## src/rtl/sync_ram.sv

```systemverilog
// sync_ram: single-port synchronous RAM with a registered, write-first read port.
//
// A small scratch store for the datapath. One address serves both reads and
// writes. Read data appears on dout one cycle after the address is presented.
// In a write cycle, dout returns the word being written. A synchronous reset
// clears every word and the output register.
//
// Ports:
//   clk   in   1           rising-edge clock
//   rst   in   1           synchronous active-high reset (clears mem and dout)
//   we    in   1           write enable: store din at mem[addr] this edge
//   addr  in   ADDR_WIDTH  word address for both read and write
//   din   in   DATA_WIDTH  write data
//   dout  out  DATA_WIDTH  registered read data
module sync_ram #(
  parameter int DATA_WIDTH = 16,
  parameter int ADDR_WIDTH = 2
) (
  input  logic                  clk,
  input  logic                  rst,
  input  logic                  we,
  input  logic [ADDR_WIDTH-1:0] addr,
  input  logic [DATA_WIDTH-1:0] din,
  output logic [DATA_WIDTH-1:0] dout
);

  localparam int DEPTH = 1 << ADDR_WIDTH;

  logic [DATA_WIDTH-1:0] mem_q [DEPTH];
  logic [DATA_WIDTH-1:0] mem_d [DEPTH];
  logic [DATA_WIDTH-1:0] dout_q;
  logic [DATA_WIDTH-1:0] dout_d;

  // Next-state: a write updates the addressed word and forwards din to the
  // output register (write-first). Otherwise the output register loads the
  // stored word.
  always_comb begin
    mem_d  = mem_q;
    dout_d = mem_q[addr];
    if (we) begin
      mem_d[addr] = din;
      dout_d      = din;
    end
  end

  // Reset takes priority over any write presented in the same cycle.
  always_ff @(posedge clk) begin
    if (rst) begin
      for (int i = 0; i < DEPTH; i++) begin
        mem_q[i] <= '0;
      end
      dout_q <= '0;
    end else begin
      mem_q  <= mem_d;
      dout_q <= dout_d;
    end
  end

  assign dout = dout_q;

endmodule

```

## config.mk

```make
export PLATFORM = sky130hd
export DESIGN_NAME = sync_ram
export DESIGN_NICKNAME = d
export VERILOG_FILES = /design/src/rtl/sync_ram.sv
export SDC_FILE = /design/constraint.sdc
export NUM_CORES = 1
export LEC_CHECK = 0
export ABC_AREA = 0
export CAP_MARGIN = 20
export CORE_MARGIN = 4
export CORE_UTILIZATION = 50
export DETAILED_ROUTE_END_ITERATION = 16
export PLACE_DENSITY = 0.76
export SYNTH_ARGS = -nofsm -noshare
export SYNTH_HDL_FRONTEND = slang
export SYNTH_SLANG_ARGS = --single-unit
```

## constraint.sdc

```tcl
create_clock -name clk -period 1.75 [get_ports clk]
set_input_delay 0.4375 -clock clk [delete_from_list [all_inputs] [get_ports clk]]
set_output_delay 0.4375 -clock clk [all_outputs]
set_load 0.01 [all_outputs]
```

# ---- Word level (Yosys, flattened, before mapping)
# Cells that the tools add are included.
dict set report totals {
  reg_bits 80
  inputBits 21
  out_inout_bits 16
  wordCells 16
}
dict set report classes {
  order_cmp 2
  muxes 7
  bitwise 1
  reduce_logical 1
}
# cell count
set ops {}
lappend ops {{$bwmux W64} 1}
lappend ops {{$mux W16} 4}
lappend ops {{$bmux W16 S2} 1}
lappend ops {{$demux W16 S2} 1}
lappend ops {{$ge A3 B3 Y1 const B} 1}
lappend ops {{$lt A3 B1 Y1 const B} 1}
lappend ops {{$not A2 Y3} 1}
lappend ops {{$logic_and A1 B1 Y1} 1}

# ---- Depth between registers and ports, before layout
dict set report logic_depth {
  depth_word 6
  ltp_mapped 5
  mapped_depth_nobuf 3
}

# ---- Worst setup path before layout
# OpenSTA, ideal clock, no wires.
dict set report synth_timing {
  path_type {input to register}
  start {input addr[0]}
  end {register dout_q[0] (netlist: dout[0])}
  setup_time_ps 128
  t_arrival_ps 1243
  t_required_ps 1622
  setup_slack_ps 379
  stages 4
  n_path_buf 1
  cell_sequence {buf_6 -> mux4_2 -> mux2i_1 -> nor2_1}
}
dict set report synth_via {
  elab_chain_len 5
}
# item line
set synth_lines {}
lappend synth_lines {{start, declared} 22} ;# input logic [ADDR_WIDTH-1:0] addr,
lappend synth_lines {{$not A2 Y3 (implied by the code)} 39} ;# dout_d = mem_q[addr];
lappend synth_lines {{$bmux W16 S2} 39}
lappend synth_lines {{$mux W16 (implied by the code) (2 in a row)} 39}
lappend synth_lines {{$mux W16} 40} ;# if (we) begin
lappend synth_lines {{end signal, assigned} 55} ;# dout_q <= dout_d;
lappend synth_lines {{end, declared} 31} ;# logic [DATA_WIDTH-1:0] dout_q;
# No other way between the ends. The select of a mux whose other input is x is not followed.
# A chain may end at the register's enable or synchronous reset.

# ---- Worst setup path after layout
dict set report layout_timing {
  start {register dout_q[4] (netlist: dout[4])}
  end {output dout[4]}
}
# item line
set layout_lines {}
lappend layout_lines {{end, declared} 24} ;# output logic [DATA_WIDTH-1:0] dout
# No word-level cell between the ends.

==> results.cfg <==
[synthesis]
synthMuxAreaShare_pct = 16.1
synth_area_sq_um = 3250
syn_nets = 376
yosys.area_share.xor_xnor_pct = 0
yosysTopAreaCell = dfxtp_1
yosysWarnings = 0
ys_ff_latch = 80
synth_top_family_by_area = simple AND/OR/NAND/NOR gates
synthSimpleGateAreaFrac_pct = 19.2
ys_types = 20
seq_area_frac_synth_pct = 49.3
ys_top_cells_by_area = dfxtp_1 (49%), nand2_1 (15%), mux4_2 (10%)
syn_area_per_cell_sq_um = 9.16
synth-compound-area-share_pct = 10.1
synthesis.instances = 355
synthAdderAreaFrac_pct = 0
synth_top_area_share_pct = 49.3

[critical_path]
critPathSlowestCell = clkdlybuf4s50_1
crit_chain = clkdlybuf4s50_1
slowest_delay_ns = 0.54
reg2reg_from = mem_q[15]
r2r_cells = 3
cp.required_ns = 1.31
cp-end-kind = output port
path_delay_family = buffers and inverters
r2r-end = dout[15]
cp.arrival_ns = 1.23
regToRegSetupSlack_ns = 0.60
cp_num_buf_inv = 1
critPathKind = reg -> out
worstSetupStartpointType = register
cp_max_fo = 1

[clocking]
ctsHoldBuffers = 0
cts_tree = done
htreeDepth = 3
clock-root-buffer = clkbuf_8
cts_buffers = 9
cts.clk_slew.worst_paths_ns = 0.08
ctsResizeCount = 0
post-cts-setup-buffers = 0
clock_path_buffers = 2
clock_sinks = 80
clock_latency_ns = 0.36

[floorplanning]
rows = 29
die_area_sq_um = 7860
start_util_pct = 51.5
ios = 37
die_w_um = 88.6
core_sq_um = 6310
die_y_um = 88.6

[power_and_ir_drop]
powerDensity_nw_per_um2 = 887
vdd_drop_max_v = 0.000707
power_mw = 3.58
p_leak_nw = 1.52

[drt]
drt-pass1-iter-count = 4
vias = 2566
avgRoutedWirePerCell_um = 14.7
ant_nets = 0
drc_errors = 0
viasPerCell = 5.22
totalWireLength_mm = 7.23
drt_iter0_drc = 214

[timing]
tightest_slew_ns = 0.341
grt_setup_unrepaired = false
period_share_pct = 95.6
fin_crit_ns = 1.67
relSlewSlack_pct = 77.3
final-hold-violation-count = 0
fin_ws_ns = 0.0776
fin_skew_ns = 0.0107
setup_viol = 0
finalMaxSlewViolations = 0
clock.fmax_mhz = 598

[global_routing]
grt_pass1_wl_mm = 11.9
grt_pass1_vias = 2522
grt_antenna_before_repair = 0
grt.overflow.total = 0
grt_max_degree = 81
track_usage_pct = 20.2

[place]
gp_congestion = 0.760
place_ws_ns = -0.260
hpwl_mm = 5.00
port_buffers = 36

[cells_and_area]
n_antenna_cell = 0
fill_cells = 532
fin_nets = 431
drive_above_1_share_pct = 18.1
syn_to_final_growth_pct = 24.2

[hold_path]
hold_class = reg -> reg
hold_path.startpoint = mem_q[37]
hold-path-cell-count = 2
holdPathEnd = mem_q[37]

[flow_run]
max_cap_viol_count = 0

[status]
status = finished clean
[synthesized netlist by cell type]
cell,number
a21oi_1,62
buf_6,6
and3b_2,2
mux4_1,1
nor3b_4,1
nand3_1,1
buf_1,1
and3_2,1
a21oi_2,2
or3b_1,1
clkbuf_2,3
nor2_1,16
nand3b_2,2
mux4_2,15
nand2_1,128
buf_4,5
dfxtp_1,80
clkbuf_1,8
mux2i_1,16
buf_2,4
[layout by cell type (no fill, tap or decap), drive strengths merged]
| master | netlist | layout |
|---|---|---|
| mux2i | 16 | 16 |
| buf | 16 | 36 |
| and3b | 2 | 2 |
| clkbuf | 11 | 11 |
| clkinvlp | 0 | 1 |
| nand3 | 1 | 1 |
| and3 | 1 | 1 |
| clkinv | 0 | 4 |
| nand3b | 2 | 2 |
| nor3b | 1 | 1 |
| dfxtp | 80 | 80 |
| a21oi | 64 | 64 |
| or3b | 1 | 1 |
| nand2 | 128 | 128 |
| mux4 | 16 | 16 |
| nor2 | 16 | 16 |
| clkdlybuf4s50 | 0 | 35 |
[final cells by class]
cell class,instances,area [sq um],area share (%)
repair buffers,71,681,16.9
clock inverters,5,31.3,0.775
clock buffers,11,151,3.75
flip-flops and latches,80,1600,39.7
well taps,77,96.3,2.39
multi-input cells,248,1480,36.5
[flip-flops by register name, summed over array words and instances, names as in the netlist]
register and flops:
dout 16, mem_q 64
[per-stage QoR]
stage,cells,setup TNS (ns),util [%],hold WS [ns],instance area (sq um)
after floorplan,355,0,-,0.432,3250
after global placement,476,-11.15,61.0,0.439,3850
after detailed placement,476,-12.78,61.0,0.443,3850
after CTS,492,0,63.9,0.454,4040
after global routing,492,0,63.9,0.474,4040
final,492,0,63.9,0.455,4040
[where the power goes]
group | total, mW | internal [mW] | switching, mW
logic | 0.423 | 0.217 | 0.206
registers | 1.91 | 1.89 | 0.0280
clock network | 1.24 | 0.587 | 0.656
total | 3.58 | 2.69 | 0.889
[cells by family after synthesis]
kind of cell,after synthesis
flops,80
compound gates,64
simple gates,152
buf+inv,27
mux,32
[per-layer routing]
layer / vias up / global-route usage (%) / share of wire [%]
li1: 1301 / - / -
met1: 1220 / 23.9 / 43
met2: 36 / 35.5 / 52
met3: 9 / 5.12 / 3.9
met4: 0 / 6.59 / 1.3
met5: - / 0 / 0
[worst max path at each step]
stage                 start        to  slack [ns]  cells after the start
detailed placement  addr[0]  dout[15]       -0.26                      5
floorplan           addr[0]   dout[0]        0.38                      4
CTS                 dout[4]   dout[4]        0.06                      1
global route        addr[0]  dout[15]        0.03                      5
global placement    addr[0]  dout[15]       -0.25                      5
finish              dout[4]   dout[4]        0.08                      1
Note: power is estimated with default switching activity, not from simulation.
==> edit, RTL diff (config.mk and constraints unchanged) <==
Change the parameter `DATA_WIDTH` from 16 to 32.
--- a/src/rtl/sync_ram.sv
+++ b/src/rtl/sync_ram.sv
@@ -13,7 +13,7 @@
 //   din   in   DATA_WIDTH  write data
 //   dout  out  DATA_WIDTH  registered read data
 module sync_ram #(
-  parameter int DATA_WIDTH = 16,
+  parameter int DATA_WIDTH = 32,
   parameter int ADDR_WIDTH = 2
 ) (
   input  logic                  clk,
Ports: changed (resized din and dout); port bits go from 37 to 69. The function was not compared with the original's and may differ.
==> edit against the unedited design <==
- non-clock buffer count up 36
- worst hold slack worse by 0.074 ns
- setup slack worse by 0.055 ns
- register-to-register slack about the same
- sequential cell count up 80
- sequential power up 100%
- clock skew down 0.0068 ns
- routed wire length up 120%
- synthesized area up 94%
- cell area up 96%
- total power up 130%
- critical path type unchanged
- largest cell class unchanged
==> edit: results (changes against the unedited design) <==
cts_max_level: 4  # was 3
place_area_um2: 7303  # was 3854 um2
outcome: "finished clean"  # unchanged
critical-path-slowest-cell: "clkdlybuf4s50_1"  # unchanged
clk_pin_slew_worst_paths_ns: 0.06  # was 0.08 ns
grt_first_pass_wirelength_um: 26250  # was 11930 um
clock_latency_ns: 0.43  # was 0.36 ns
fmax_mhz: 578.9  # was 597.9 MHz
tightestPinTransition_ns: 0.3923  # was 0.3412 ns
nets: 811  # was 431
yosysSeqAreaShare_pct: 50.75  # was 49.27%
drtIter0Drc: 476  # was 214
startpoint: "dout[25]"  # was dout[4]
r2r_start: "mem_q[10]"  # was mem_q[15]
wire_per_inst_um: 16.61  # was 14.70 um
cellLeakagePower_nw: 3.066  # was 1.518 nW
post_cts_resized: 3  # was 0
holdPathEnd: "dout[31]"  # was mem_q[37]
dpl_worst_slack_ns: -0.001918  # was -0.2601 ns
layout-drive-gt1-share_pct: 13.85  # was 18.07%
synth_top_cells_by_area: "dfxtp_1 51%, nand2_1 15%, mux4_2 11%"  # was dfxtp_1 49%, nand2_1 15%, mux4_2 10%
fill_cells: 979  # was 532
hold_slack_ns: 0.3807  # was 0.4546 ns
cp-endpoint: "dout[25]"  # was dout[4]
grt.total_usage_pct: 23.05  # was 20.16%
reg2reg_to: "dout[10]"  # was dout[15]
cp.arrival_ns: 1.29  # was 1.23 ns
grt_pass1_vias: 5341  # was 2522
vias_per_cell: 5.533  # was 5.215
finalClockSkew_ns: 0.003910  # was 0.01071 ns
portBuffers: 68  # was 36
cts-buffers-inserted: 17  # was 9
hold_class: "input pin to flip-flop"  # was flip-flop to flip-flop
first_pass_iters: 5  # was 4
worst_hold_startpoint: "rst"  # was mem_q[37]
synthDistinctLibCells: 16  # was 20
synthesis.nets: 743  # was 376
place_congestion: 0.7997  # was 0.7596
grt_max_degree: 36  # was 81
vdd_drop_max_uv: 666.1  # was 706.7 uV
cts_root_buf: "clkbuf_16"  # was clkbuf_8
ys_top_cells_by_count: "256 x nand2_1, 160 x dfxtp_1, 128 x a21oi_1"  # was 128 x nand2_1, 80 x dfxtp_1, 62 x a21oi_1
hpwlAfterDp_um: 10430  # was 4996 um
edit: cell count changes after synthesis, moves of 3 or more:
| cell | before | now |
|---|---|---|
| nand2_1 | 128 | 256 |
| dfxtp_1 | 80 | 160 |
| a21oi_1 | 62 | 128 |
| buf_2 | 4 | 32 |
| mux4_2 | 15 | 32 |
| mux2i_1 | 16 | 32 |
| nor2_1 | 16 | 32 |
| clkbuf_1 | 8 | 22 |
| buf_6 | 6 | 2 |
| buf_4 | 5 | 2 |
| clkbuf_2 | 3 | 0 |
edit: layout make-up:
type,count,share of cell area (%)
clock buffer,20,5.905
clock inverter,12,1.456
timing repair buffer,107,13.60
tap,168,2.659
sequential,160,40.53
multi-input combinational,488,35.86
edit: through the flow:
| step | utilization (%) | instances |
|---|---|---|
| finish | 64.99 | 955 |
| CTS | 64.80 | 955 |
| floorplan | - | 706 |
| global placement | 60.05 | 923 |
| detailed placement | 60.05 | 923 |
| global route | 64.99 | 955 |
edit: power by group through the flow:
stage / Clock, mW / Combinational, mW / Sequential, mW
global route: 3.82 / 0.850 / 3.85
floorplan: 0 / 0.408 / 3.92
CTS: 3.65 / 0.783 / 3.84
detailed placement: 0 / 0.781 / 3.92
global placement: 0 / 0.761 / 3.91
finish: 3.61 / 0.781 / 3.84
edit: layer usage:
| layer | routed length (um) | up-vias | global-route usage (%) |
|---|---|---|---|
| met3 | 1104 | 30 | 5.940 |
| li1 | - | 2489 | - |
| met5 | 0 | - | 0 |
| met1 | 6385 | 2564 | 27.47 |
| met4 | 330 | 0 | 9.844 |
| met2 | 8040 | 201 | 39.52 |
edit: logic make-up after synthesis:
group	count (synthesis)	share of synthesized area [%]
multiplexers	64	16.49
buffers and inverters	58	4.441
AO/OA/AOI/OAI	128	10.15
flip-flops	160	50.75
AND/OR/NAND/NOR	296	18.16
